`config.mk`:
```
export PLATFORM = sky130hd
export DESIGN_NAME = aux_int_conditioner
export DESIGN_NICKNAME = d
export VERILOG_FILES = /design/src/rtl/aux_int_conditioner.sv
export SDC_FILE = /design/constraint.sdc
export NUM_CORES = 1
export LEC_CHECK = 0
export ABC_AREA = 1
export CAP_MARGIN = 40
export CORE_MARGIN = 8
export CORE_UTILIZATION = 54
export DETAILED_ROUTE_END_ITERATION = 10
export PLACE_DENSITY = 0.77
export SYNTH_ARGS = -nofsm -noshare
export SYNTH_HDL_FRONTEND = slang
export SYNTH_SLANG_ARGS = --single-unit
```
`constraint.sdc`:
```
create_clock -name clk -period 1.33 [get_ports clk]
set_input_delay 0.399 -clock clk [delete_from_list [all_inputs] [get_ports clk]]
set_output_delay 0.399 -clock clk [all_outputs]
set_load 0.02 [all_outputs]
```
`src/rtl/aux_int_conditioner.sv`:
```
// Push-button interrupt conditioner: synchronises and debounces active-low buttons,
// latches press events and presents a prioritised, maskable request with acknowledge.
module aux_int_conditioner #(
    parameter int NumSrc      = 3,
    parameter int DebounceCnt = 1000000
) (
    input  logic              clk,
    input  logic              rst_n,
    input  logic [NumSrc-1:0] btn_n,
    input  logic [NumSrc-1:0] mask,
    input  logic              ack,
    input  logic [2:0]        ack_id,
    input  logic              clr_ovf,
    output logic [NumSrc-1:0] pending,
    output logic [NumSrc-1:0] ovf,
    output logic              irq_req,
    output logic [2:0]        irq_id,
    output logic [NumSrc-1:0] stable_n
);
    localparam int CntW = $clog2(DebounceCnt + 1);
    localparam logic [CntW-1:0] CntLast = CntW'(DebounceCnt - 1);

    logic [NumSrc-1:0] sync1_q;
    logic [NumSrc-1:0] sync2_q;
    logic [NumSrc-1:0] stable_q;
    logic [NumSrc-1:0] stable_d;
    logic [NumSrc-1:0] pending_q;
    logic [NumSrc-1:0] pending_d;
    logic [NumSrc-1:0] ovf_q;
    logic [NumSrc-1:0] ovf_d;
    logic [NumSrc-1:0] press_s;
    logic [NumSrc-1:0] ack_hit_s;
    logic [CntW-1:0]   cnt_q [NumSrc];
    logic [CntW-1:0]   cnt_d [NumSrc];
    logic              irq_req_s;
    logic [2:0]        irq_id_s;

    // Debounce: accept a new level once it has persisted for DebounceCnt cycles
    always_comb begin
        stable_d = stable_q;
        press_s  = '0;
        cnt_d    = cnt_q;
        for (int i = 0; i < NumSrc; i++) begin
            if (sync2_q[i] == stable_q[i]) begin
                cnt_d[i] = '0;
            end else if (cnt_q[i] == CntLast) begin
                cnt_d[i]    = '0;
                stable_d[i] = sync2_q[i];
                press_s[i]  = ~sync2_q[i];
            end else begin
                cnt_d[i] = cnt_q[i] + CntW'(1);
            end
        end
    end

    // Pending/overrun update; a press outranks an ack on the same source
    always_comb begin
        pending_d = pending_q;
        ovf_d     = clr_ovf ? '0 : ovf_q;
        ack_hit_s = '0;
        for (int i = 0; i < NumSrc; i++) begin
            ack_hit_s[i] = ack && (ack_id == 3'(i));
            if (press_s[i]) begin
                pending_d[i] = 1'b1;
                ovf_d[i]     = ovf_d[i] | (pending_q[i] & ~ack_hit_s[i]);
            end else if (ack_hit_s[i]) begin
                pending_d[i] = 1'b0;
            end else begin
                pending_d[i] = pending_q[i];
            end
        end
    end

    // Request encoder: scan downwards so the lowest unmasked index wins
    always_comb begin
        irq_id_s = 3'd0;
        for (int i = NumSrc - 1; i >= 0; i--) begin
            irq_id_s = (pending_q[i] && !mask[i]) ? 3'(i) : irq_id_s;
        end
        irq_req_s = |(pending_q & ~mask);
    end

    // State registers; synchronisers and stable levels reset to released
    always_ff @(posedge clk or negedge rst_n) begin
        if (!rst_n) begin
            sync1_q   <= '1;
            sync2_q   <= '1;
            stable_q  <= '1;
            pending_q <= '0;
            ovf_q     <= '0;
            for (int i = 0; i < NumSrc; i++) begin
                cnt_q[i] <= '0;
            end
        end else begin
            sync1_q   <= btn_n;
            sync2_q   <= sync1_q;
            stable_q  <= stable_d;
            pending_q <= pending_d;
            ovf_q     <= ovf_d;
            for (int i = 0; i < NumSrc; i++) begin
                cnt_q[i] <= cnt_d[i];
            end
        end
    end

    assign pending  = pending_q;
    assign ovf      = ovf_q;
    assign stable_n = stable_q;
    assign irq_req  = irq_req_s;
    assign irq_id   = irq_id_s;

endmodule
```
## Yosys cells after proc, flatten, opt, wreduce, memory -nomap -nowiden

Index checks and enable logic that the tools add are counted.
W data, S select, Z words.

| word-level totals | value |
|---|---|
| output and inout bits | 13 |
| flip-flop bits (word level) | 75 |
| input bits | 13 |

| cells by class | value |
|---|---|
| reduce and logical (&&, ||, !) cells | 17 |
| bitwise operators | 17 |
| equality and inequality tests | 8 |
| $add $sub $neg | 3 |
| multiplexer cells | 25 |

Operators by type and width:

| kind | number |
|---|---|
| $mux W20 | 6 |
| $add A20 B1 Y20 const B | 3 |
| $eq A20 B20 Y1 const B | 3 |
| $mux W1 | 15 |
| $not A1 Y1 | 9 |
| $logic_and A1 B1 Y1 | 6 |
| $mux W2 | 3 |
| $reduce_and A2 Y1 | 3 |
| $reduce_bool A2 Y1 | 3 |
| $and A1 B1 Y1 | 3 |
| $and A3 B3 Y3 | 1 |
| $eq A1 B1 Y1 | 3 |
| $eq A3 B1 Y1 const B | 1 |
| $eq A3 B2 Y1 const B | 1 |
| $logic_not A1 Y1 | 3 |
| $logic_not A3 Y1 | 1 |
| $mux W3 | 1 |
| $not A3 Y3 | 1 |
| $or A1 B1 Y1 | 3 |
| $reduce_or A3 Y1 | 1 |

## Longest topological paths before layout

Gate-level depths: netlist of run 1.

| depth | value |
|---|---|
| word-level depth | 6 |
| depth in mapped cells | 9 |
| gate-level depth less buffers | 9 |

## Worst setup path before layout of run 1

OpenSTA, ideal clock, no wires.

| timing path | value |
|---|---|
| kind | register to output |
| start | register pending_q[1], in the netlist pending[1] |
| end | output irq_id[1] |
| setup slack | -0.218 ns |
| arrival time | 1.149 ns |
| path buffers | 0 |
| cell stages (with the launch flop) | 5 |
| path through | dfrtp_1 inv_1 or2_2 nand2_1 nor3_1 |

| on the way | value |
|---|---|
| longest elaborated chain between the ends | 3 |

RTL lines:

| item | RTL line | source |
|---|---|---|
| start: declaration | 27 | `logic [NumSrc-1:0] pending_q;` |
| start signal: assignment | 98 | `pending_q <= pending_d;` |
| $logic_and A1 B1 Y1 | 78 | `irq_id_s = (pending_q[i] && !mask[i]) ? 3'(i) : irq_id_s;` |
| $mux W2 (2 in a row) | 78 |  |
| end: declaration | 17 | `output logic [2:0] irq_id,` |

Every way passes these cells.

## Worst setup path after layout of run 1

| timing path | value |
|---|---|
| start | register pending_q[1], in the netlist pending[1] |
| end | output irq_req |

| on the way | value |
|---|---|
| longest elaborated chain between the ends | 2 |

RTL lines:

| item | RTL line | source |
|---|---|---|
| $and A3 B3 Y3 | 80 | `irq_req_s = \|(pending_q & ~mask);` |
| $reduce_or A3 Y1 | 80 |  |
| end: declaration | 16 | `output logic irq_req,` |

Every way passes these cells.

==> results.cfg, run 1 <==
[global_route]
antenna_found_initial = 0
grtUsageMet2_pct = 37.12
grt-ovfl-total = 0
grt_usage_pct = 20.68
grt_start_max_net_pins = 34
use_met3_pct = 5.143
met1_usage_pct = 22.46
grt_pass1_wl_um = 18400
grt_pass1_vias = 4069
busiest_layer = met2

[timing]
hold_ws_ns = 0.04317
hold_violations = 0
fmax_mhz = 580.3
post-route-period-util_pct = 129.6
fin_worst_skew_ns = 0.008797
period_needed_ns = 1.723
slew_violations = 0
rsz0062_at_grt = true
setup_viol = 66
fin_ws_ns = -0.3934
setup-tns-final_ns = -9.795

[detailed_routing]
ant_nets = 0
wl_um = 14330
drt_iter0_markers = 383
num_vias = 4349
drc = 0
wl_per_cell_um = 18.56
drtPass1Iterations = 8
vias_per_cell = 5.633

[critical_path]
path_cells = inv_2 > or2_4 > o211ai_1 > buf_4
worstReg2RegEnd = cnt_q[3]
timing.rr.start = cnt_q[0]
end_kind = output port
rr_worst_depth = 7
startpoint_type = flop
cp_slowest_cell = dfrtp_2
slowest_delay_ns = 0.38
critical_path_class = flop to output port
ff2ff_setup_slack_ns = -0.24
worstPathRequired_ns = 0.93
worst-path-max-fanout = 3
cp.arrival_ns = 1.32

[synthesis]
yosys_register_bits = 75
synth-edff-count = 0
ys_types = 33
synthFlopType = dfrtp_1
syn_area_per_cell_sq_um = 7.854
yosysMostFrequentCell = nor2_1
synthTopCellsByArea = dfrtp_1 40%, nor2_1 12%, nand2_1 9.5%, dfstp_2 5.7%, inv_1 5.4%
synth_cells = 530
ys_warn_count = 0
synth_commonest_cells = 129 x nor2_1, 105 x nand2_1, 66 x dfrtp_1, 60 x inv_1, 28 x nand3_1
synth_top_area_share_pct = 39.68
synthesis.nets = 546
syn-cell-area_sq_mm = 0.004163
seq_area_frac_synth_pct = 45.36
ys_async_sr_fraction_pct = 100.0
synth_area_leader_cell = dfrtp_1

[placed_design]
port_buffers = 24
place_ws_ns = -0.8612
dp_hpwl_um = 7104
gp_congestion = 0.8841
placed_cells = 714

[cts]
cts_tree = built
clk_pin_slew_ns = 0.08
clk-insertion-delay-late_ns = 0.35
root_buffer = clkbuf_8
cts_hold_buf = 0
cts_max_path_buffers = 2
clkSinkCount = 75
numCtsBuffers = 9
ctsHtreeMaxLevel = 3

[finish]
drive_above_1_share_pct = 46.72
syn_to_final_growth_pct = 49.83
final_net_count = 681
diodes = 0
fin_cells = 772

[die]
rows = 32
initial_core_util_pct = 54.72
die_area_sq_mm = 0.01077
die_y_um = 103.8
die_w_um = 103.8
core_sq_mm = 0.007607
ioPinCount = 26

[run]
max_cap_violations = 0

[pwr]
vdd_ir_drop_max_mv = 0.4759
powerDensity_mw_per_mm2 = 729.9
leakagePower_nw = 2.879
finalPower_mw = 4.552

[status]
status = complete, but fails checks
violations = setup timing

[worst_hold_path]
hold_class = input pin to async pin
[how the worst max path moves through the flow]
| stage | from | end | cells past startpoint |
|---|---|---|---|
| after floorplan | cnt_q[20] | cnt_q[34] | 8 |
| after global placement | mask[0] | irq_id[1] | 6 |
| after detailed placement | mask[0] | irq_id[1] | 6 |
| after CTS | pending[1] | irq_id[1] | 5 |
| after global routing | pending[1] | irq_req | 4 |
| final | pending[1] | irq_req | 4 |
[worst max-delay path, delay by kind of cell (launching register included)]
| kind | cells | cell delay [ns] |
|---|---|---|
| flip-flops | 1 | 0.38 |
| AO/OA/AOI/OAI | 1 | 0.11 |
| buffers and inverters | 2 | 0.23 |
| AND/OR/NAND/NOR | 1 | 0.26 |
[metrics by stage]
step | util (%) | instance area, sq um
floorplan | - | 4192
global placement | 66.32 | 5045
detailed placement | 66.32 | 5045
CTS | 74.29 | 5652
global route | 81.99 | 6237
finish | 81.99 | 6237
[flip-flops by register name, indices dropped and copies added (netlist names)]
name / count
cnt_q: 60
ovf: 3
pending: 3
stable_n: 3
sync1_q: 3
sync2_q: 3
[cells in the final DEF, fill, tap and decap left out, types with 4 or more instances in the layout]
cell / count
a21oi_1: 5
buf_12: 6
buf_4: 76
buf_6: 30
clkbuf_8: 11
clkdlybuf4s50_1: 9
dfrtp_1: 60
dfrtp_2: 6
dfstp_2: 9
inv_1: 51
inv_2: 12
inv_4: 5
nand2_1: 77
nand2_2: 29
nand2_4: 16
nand3_1: 20
nand3_2: 13
nand4_1: 9
nor2_1: 88
nor2_2: 28
nor2_4: 30
nor3_2: 4
nor3_4: 5
xor2_1: 18
xor2_2: 4
[logic make-up (layout without fill, tap and decap cells)]
logic type / Yosys count / after routing / share of synthesized area (%)
AND/OR/NAND/NOR: 330 / 330 / 38.17
flip-flops: 75 / 75 / 45.36
buffers and inverters: 72 / 212 / 6.613
XOR/XNOR: 29 / 29 / 6.102
AO/OA/AOI/OAI: 20 / 20 / 2.765
adder cells (fa/ha/maj): 3 / 3 / 0.9018
other: 1 / 1 / 0.09008
[area by class of cell]
cell class	count	area, sq um
sequential	75	1896
timing repair buffer	126	1155
multi-input combinational	383	2584
fill	403	1370
clock buffer	11	151.4
tap	102	127.6
clock inverter	5	36.28
inverter	70	287.8
[what timing repair did]
| action | in CTS | in global routing |
|---|---|---|
| gates cloned | 0 | 0 |
| buffers inserted | 21 | 22 |
| pin swaps | 39 | 47 |
| setup endpoints to repair | 60 | 75 |
| resized for setup | 143 | 108 |
[report_power, final]
group          switching (mW)  internal (mW)
registers              0.0438           2.32
clock network           0.917          0.783
logic                   0.261          0.224
total                    1.22           3.33
[metal layers]
layer | wire [um] | share of wire, %
met4 | 832 | 5.8
met3 | 930 | 6.5
met5 | 0 | 0
met2 | 7598 | 53
met1 | 4966 | 35
No activity file was read; power rests on OpenSTA's default activity.
==> run 2: changes to the inputs <==
CORE_MARGIN = 4   (was 8)
==> run 2 against run 1 <==
The run still ends with setup timing left. Global-route usage up 4.5 points. Setup slack better by 0.0092 ns. Wire length fell by 9.9%. Combinational power fell by 7.4%. Fmax grew 0.54%. Final cell count shrank 3.0%. Die area decreased by 15%. Final area is 2.9% lower. Via count decreased by 4.9%. Clock power is 13% higher. Register-to-register slack barely moved. Largest cell class unchanged. Largest power group unchanged.
==> results.cfg, run 2 (same netlist as run 1, synthesis figures left out) <==
[detailed_routing]
num_vias = 4138
ant_nets = 0
wl_um = 12910
drc = 0
vias_per_cell = 5.525
wl_per_cell_um = 17.24
drtPass1Iterations = 4
drt_iter0_markers = 294

[finish]
syn_to_final_growth_pct = 45.45
largest_reg_flops = 60
drive_above_1_share_pct = 44.15
multiInputGateArea_sq_mm = 0.002546
diodes = 0
top_register = cnt_q
ff_latch_area_sq_mm = 0.001898
fin_cells = 749
final_net_count = 661
final_common_cell = nor2_1
postLayoutCellArea_sq_mm = 0.006055
layout_common_cells = 90 x nor2_1, 81 x nand2_1, 58 x dfrtp_1
final_util_pct = 82.16
nFillCells = 388

[pwr]
netSwitchingFraction_pct = 25.94
power.switching_mw = 1.228
finalPower_mw = 4.734
vdd_ir_drop_max_mv = 0.5844
pwr-share-comb_pct = 9.5
internal-power_mw = 3.507
powerDensity_mw_per_mm2 = 782.0
pwr-share-seq_pct = 50.0
power_frac_clock_pct = 40.5
leakagePower_nw = 2.796

[critical_path]
critical_path_class = flop to output port
end_kind = output port
worstPathRequired_ns = 0.93
worst-path-max-fanout = 3
cp.arrival_ns = 1.32
startpoint_type = flop

[timing]
slew_violations = 0
hold_violations = 0
period_needed_ns = 1.714
setup_viol = 69
setup-tns-final_ns = -8.987
fin_worst_skew_ns = 0.01120
hold_ws_ns = 0.3607
fin_ws_ns = -0.3842
fmax_mhz = 583.4
post-route-period-util_pct = 128.9
rsz0062_at_grt = true

[placed_design]
placed_cells = 699
placed_area_sq_mm = 0.004938
dp_hpwl_um = 7109
place_ws_ns = -0.9040
port_buffers = 24
gp_congestion = 0.8873

[die]
die_area_sq_mm = 0.009178
ioPinCount = 26
rows = 31
initial_core_util_pct = 56.49
die_y_um = 95.80
die_w_um = 95.80
core_sq_mm = 0.007370

[cts]
root_buffer = clkbuf_8
ctsHtreeMaxLevel = 3
cts_max_path_buffers = 2
clk-insertion-delay-late_ns = 0.37
cts_tree = built
clkSinkCount = 75
clk_pin_slew_ns = 0.09
numCtsBuffers = 9

[worst_hold_path]
hold_class = flop to flop

[global_route]
grt_usage_pct = 25.18
grt-ovfl-total = 0
grt_start_max_net_pins = 24
grt_pass1_vias = 3856
grt_pass1_wl_um = 17730
antenna_found_initial = 0

[status]
status = complete, but fails checks
violations = setup timing

[run]
max_cap_violations = 0
[run 2: per-layer routing]
layer | GRT usage (%) | up-vias | routed length [um]
met5 | 0 | - | 0
met4 | 11.97 | 0 | 631
met3 | 6.568 | 65 | 863
met2 | 42.33 | 226 | 6639
met1 | 30.05 | 1989 | 4779
li1 | - | 1858 | -
[run 2: worst max-delay path, stage by stage, from the launching register on]
cell and delay [ns]:
dfrtp_2 0.37, inv_2 0.04, or2_4 0.25, o211ai_1 0.10, buf_4 0.17
[run 2: final timing paths]
path	endpoint	cells after the start	from	slack, ns
worst max-delay path	irq_req	4	pending[1]	-0.38
worst min-delay path	sync2_q[2]	0	sync1_q[2]	0.36
worst max register to register	cnt_q[45]	7	cnt_q[41]	-0.23
worst min register to register	sync2_q[2]	0	sync1_q[2]	0.36
max in group asynchronous	cnt_q[45]	3	rst_n	0.29
min in group asynchronous	cnt_q[21]	2	rst_n	0.48
[run 2: repair_timing]
action | 4_1_cts | 5_1_grt
hold buffers | 1 | 0
setup endpoints to repair | 64 | 75
buffers inserted | 15 | 19
gates cloned | 0 | 1
pin swaps | 36 | 49
hold endpoints to repair | 14 | 0
resized for setup | 135 | 111
[run 2: power groups by stage]
stage	combinational [mW]	sequential (mW)	clock [mW]
2_1_floorplan	0.108	2.39	0
3_3_place_gp	0.301	2.39	0
3_5_place_dp	0.311	2.39	0
4_1_cts	0.375	2.36	1.90
5_1_grt	0.483	2.37	2.02
6_report	0.449	2.37	1.92
[run 2: cell type report]
cell class | count | share of cell area (%)
Multi-Input combinational cell | 383 | 42.05
Sequential cell | 75 | 31.35
Timing Repair Buffer | 105 | 16.33
Inverter | 70 | 4.629
Clock buffer | 11 | 2.501
Tap cell | 99 | 2.046
Clock inverter | 5 | 0.9919
Timing Repair inverter | 1 | 0.1033
==> run 3: changes to the inputs <==
ABC_CLOCK_PERIOD_IN_PS = 1330   (was not set)
GPL_TIMING_DRIVEN = 0   (was not set)
==> run 3 against run 2 <==
The flow still finishes with violations (setup timing). Combinational power fell by 7.1%. Fmax rose by 3.5%. Worst hold slack got worse by 0.0010 ns. Highest routed layer unchanged. Wire length fell by 11%. Total power rose by 3.9%. Via count fell by 6.8%. Core utilization fell by 2.9 points. Sequential power barely moved.
==> results.cfg, run 3 (same netlist as run 1, synthesis figures left out) <==
[die]
initial_core_util_pct = 56.49
rows = 31
core_sq_mm = 0.007370
die_w_um = 95.80
ioPinCount = 26
die_area_sq_mm = 0.009178
die_y_um = 95.80

[timing]
setup-tns-final_ns = -8.072
fmax_mhz = 603.8
setup_viol = 61
fin_worst_skew_ns = 0.009016
fin_ws_ns = -0.3261
period_needed_ns = 1.656
slew_violations = 0
post-route-period-util_pct = 124.5
hold_violations = 0
rsz0062_at_grt = true

[pwr]
netSwitchingFraction_pct = 23.52
powerDensity_mw_per_mm2 = 842.5
leakagePower_nw = 2.646
power_frac_clock_pct = 43.4
vdd_ir_drop_max_mv = 0.4998
power.switching_mw = 1.157
finalPower_mw = 4.921
internal-power_mw = 3.763
pwr-share-seq_pct = 48.1
pwr-share-comb_pct = 8.5

[placed_design]
port_buffers = 24
gp_congestion = 0.8343
placed_area_sq_mm = 0.004573
dp_hpwl_um = 6357

[cts]
cts_tree = built
clk-insertion-delay-late_ns = 0.35
ctsHtreeMaxLevel = 3
cts_max_path_buffers = 2
clkSinkCount = 75
clk_pin_slew_ns = 0.08
root_buffer = clkbuf_8
numCtsBuffers = 9

[critical_path]
worst-path-max-fanout = 3
timing.rr.start = cnt_q[20]
cp_slowest_cell = dfrtp_2
critPathBufInv = 2
startpoint_type = flop
slowest_delay_ns = 0.37
critical_path_class = flop to output port
cp-startpoint = pending[1]
end_kind = output port
cp.arrival_ns = 1.26
worstPathRequired_ns = 0.93
path_cells = inv_2 > or2_4 > o211ai_1 > buf_4
crit_cells = 4
rr_worst_depth = 7
crit_family = flip-flops

[finish]
final_net_count = 631
layout_common_cells = 93 x nor2_1, 84 x nand2_1, 53 x dfrtp_1
top_register = cnt_q
postLayoutCellArea_sq_mm = 0.005841
ff_latch_area_sq_mm = 0.001904
syn_to_final_growth_pct = 40.31
nFillCells = 412
drive_above_1_share_pct = 40.48
multiInputGateArea_sq_mm = 0.002546
largest_reg_flops = 60
diodes = 0
final_common_cell = nor2_1
final_util_pct = 79.25

[detailed_routing]
drtPass1Iterations = 7
drc = 0
ant_nets = 0
drt_iter0_markers = 235
num_vias = 3855
vias_per_cell = 5.362
wl_um = 11480
wl_per_cell_um = 15.97

[status]
violations = setup timing
status = complete, but fails checks

[global_route]
grt_start_max_net_pins = 44
grt_pass1_wl_um = 15850
grt_usage_pct = 22.20
grt-ovfl-total = 0
grt_pass1_vias = 3473
antenna_found_initial = 0

[worst_hold_path]
min_from = sync1_q[0]
hold_class = flop to flop
whs_path_depth = 0

[run]
max_cap_violations = 0
[run 3: cell types whose count changed in the layout (fill, tap and decap cells not counted), sizes merged]
cell	change
buf	-30
bufinv	+2
inv	-2
clkbuf	-1
clkinv	-1
clkinvlp	+1
dlygate4sd2	+1
[run 3: worst paths after layout]
path                              endpoint  slack [ns]
worst max-delay path               irq_req       -0.33
worst min-delay path            sync2_q[0]        0.36
worst max register to register   cnt_q[23]       -0.19
worst min register to register  sync2_q[0]        0.36
max in group asynchronous       sync1_q[0]        0.18
min in group asynchronous        cnt_q[32]        0.52
[run 3: layout make-up]
cell class / instances / area share (%)
multi-input combinational: 383 / 43.59
sequential: 75 / 32.61
timing repair buffer: 74 / 12.49
inverter: 70 / 4.841
clock buffer: 10 / 2.185
tap: 99 / 2.121
clock inverter: 6 / 1.949
buffer: 2 / 0.2142
[run 3: per-layer routing]
layer,global-route usage [%],wire length (um),up-vias
met5,0,0,-
met3,4.769,676,19
met2,38.80,6239,154
met1,28.41,4372,1872
met4,4.502,196,0
li1,-,-,1810
[run 3: power groups by stage]
stage	combinational (mW)	sequential [mW]	clock [mW]
6_report	0.417	2.37	2.14
3_3_place_gp	0.239	2.39	0
3_5_place_dp	0.253	2.39	0
4_1_cts	0.334	2.36	2.16
2_1_floorplan	0.108	2.39	0
5_1_grt	0.450	2.37	2.25
[run 3: repair_timing]
action,CTS,global route
endpoints found under the hold margin,26,0
setup endpoints to repair,61,72
hold buffers,1,0
setup buffers,19,31
gates resized for setup,127,108
pin swaps,26,46
[run 3: stage by stage]
| stage | worst slack, ns | instances | hold WS, ns |
|---|---|---|---|
| after CTS | -0.3888 | 690 | 0.3613 |
| after global placement | -2.962 | 653 | 0.3462 |
| after detailed placement | -0.8776 | 654 | 0.3491 |
| after global routing | -0.4178 | 719 | 0.3636 |
| after floorplan | -0.001765 | 530 | 0.1034 |
| final | -0.3261 | 719 | 0.3597 |
[run 3: worst register-to-register path, stage by stage (launching register included)]
cell and delay, ns:
dfrtp_1 0.42, ha_4 0.20, nand2_8 0.08, nor3_4 0.20, nand3_2 0.15, nand2_4 0.16
buf_12 0.15, nor2_2 0.04
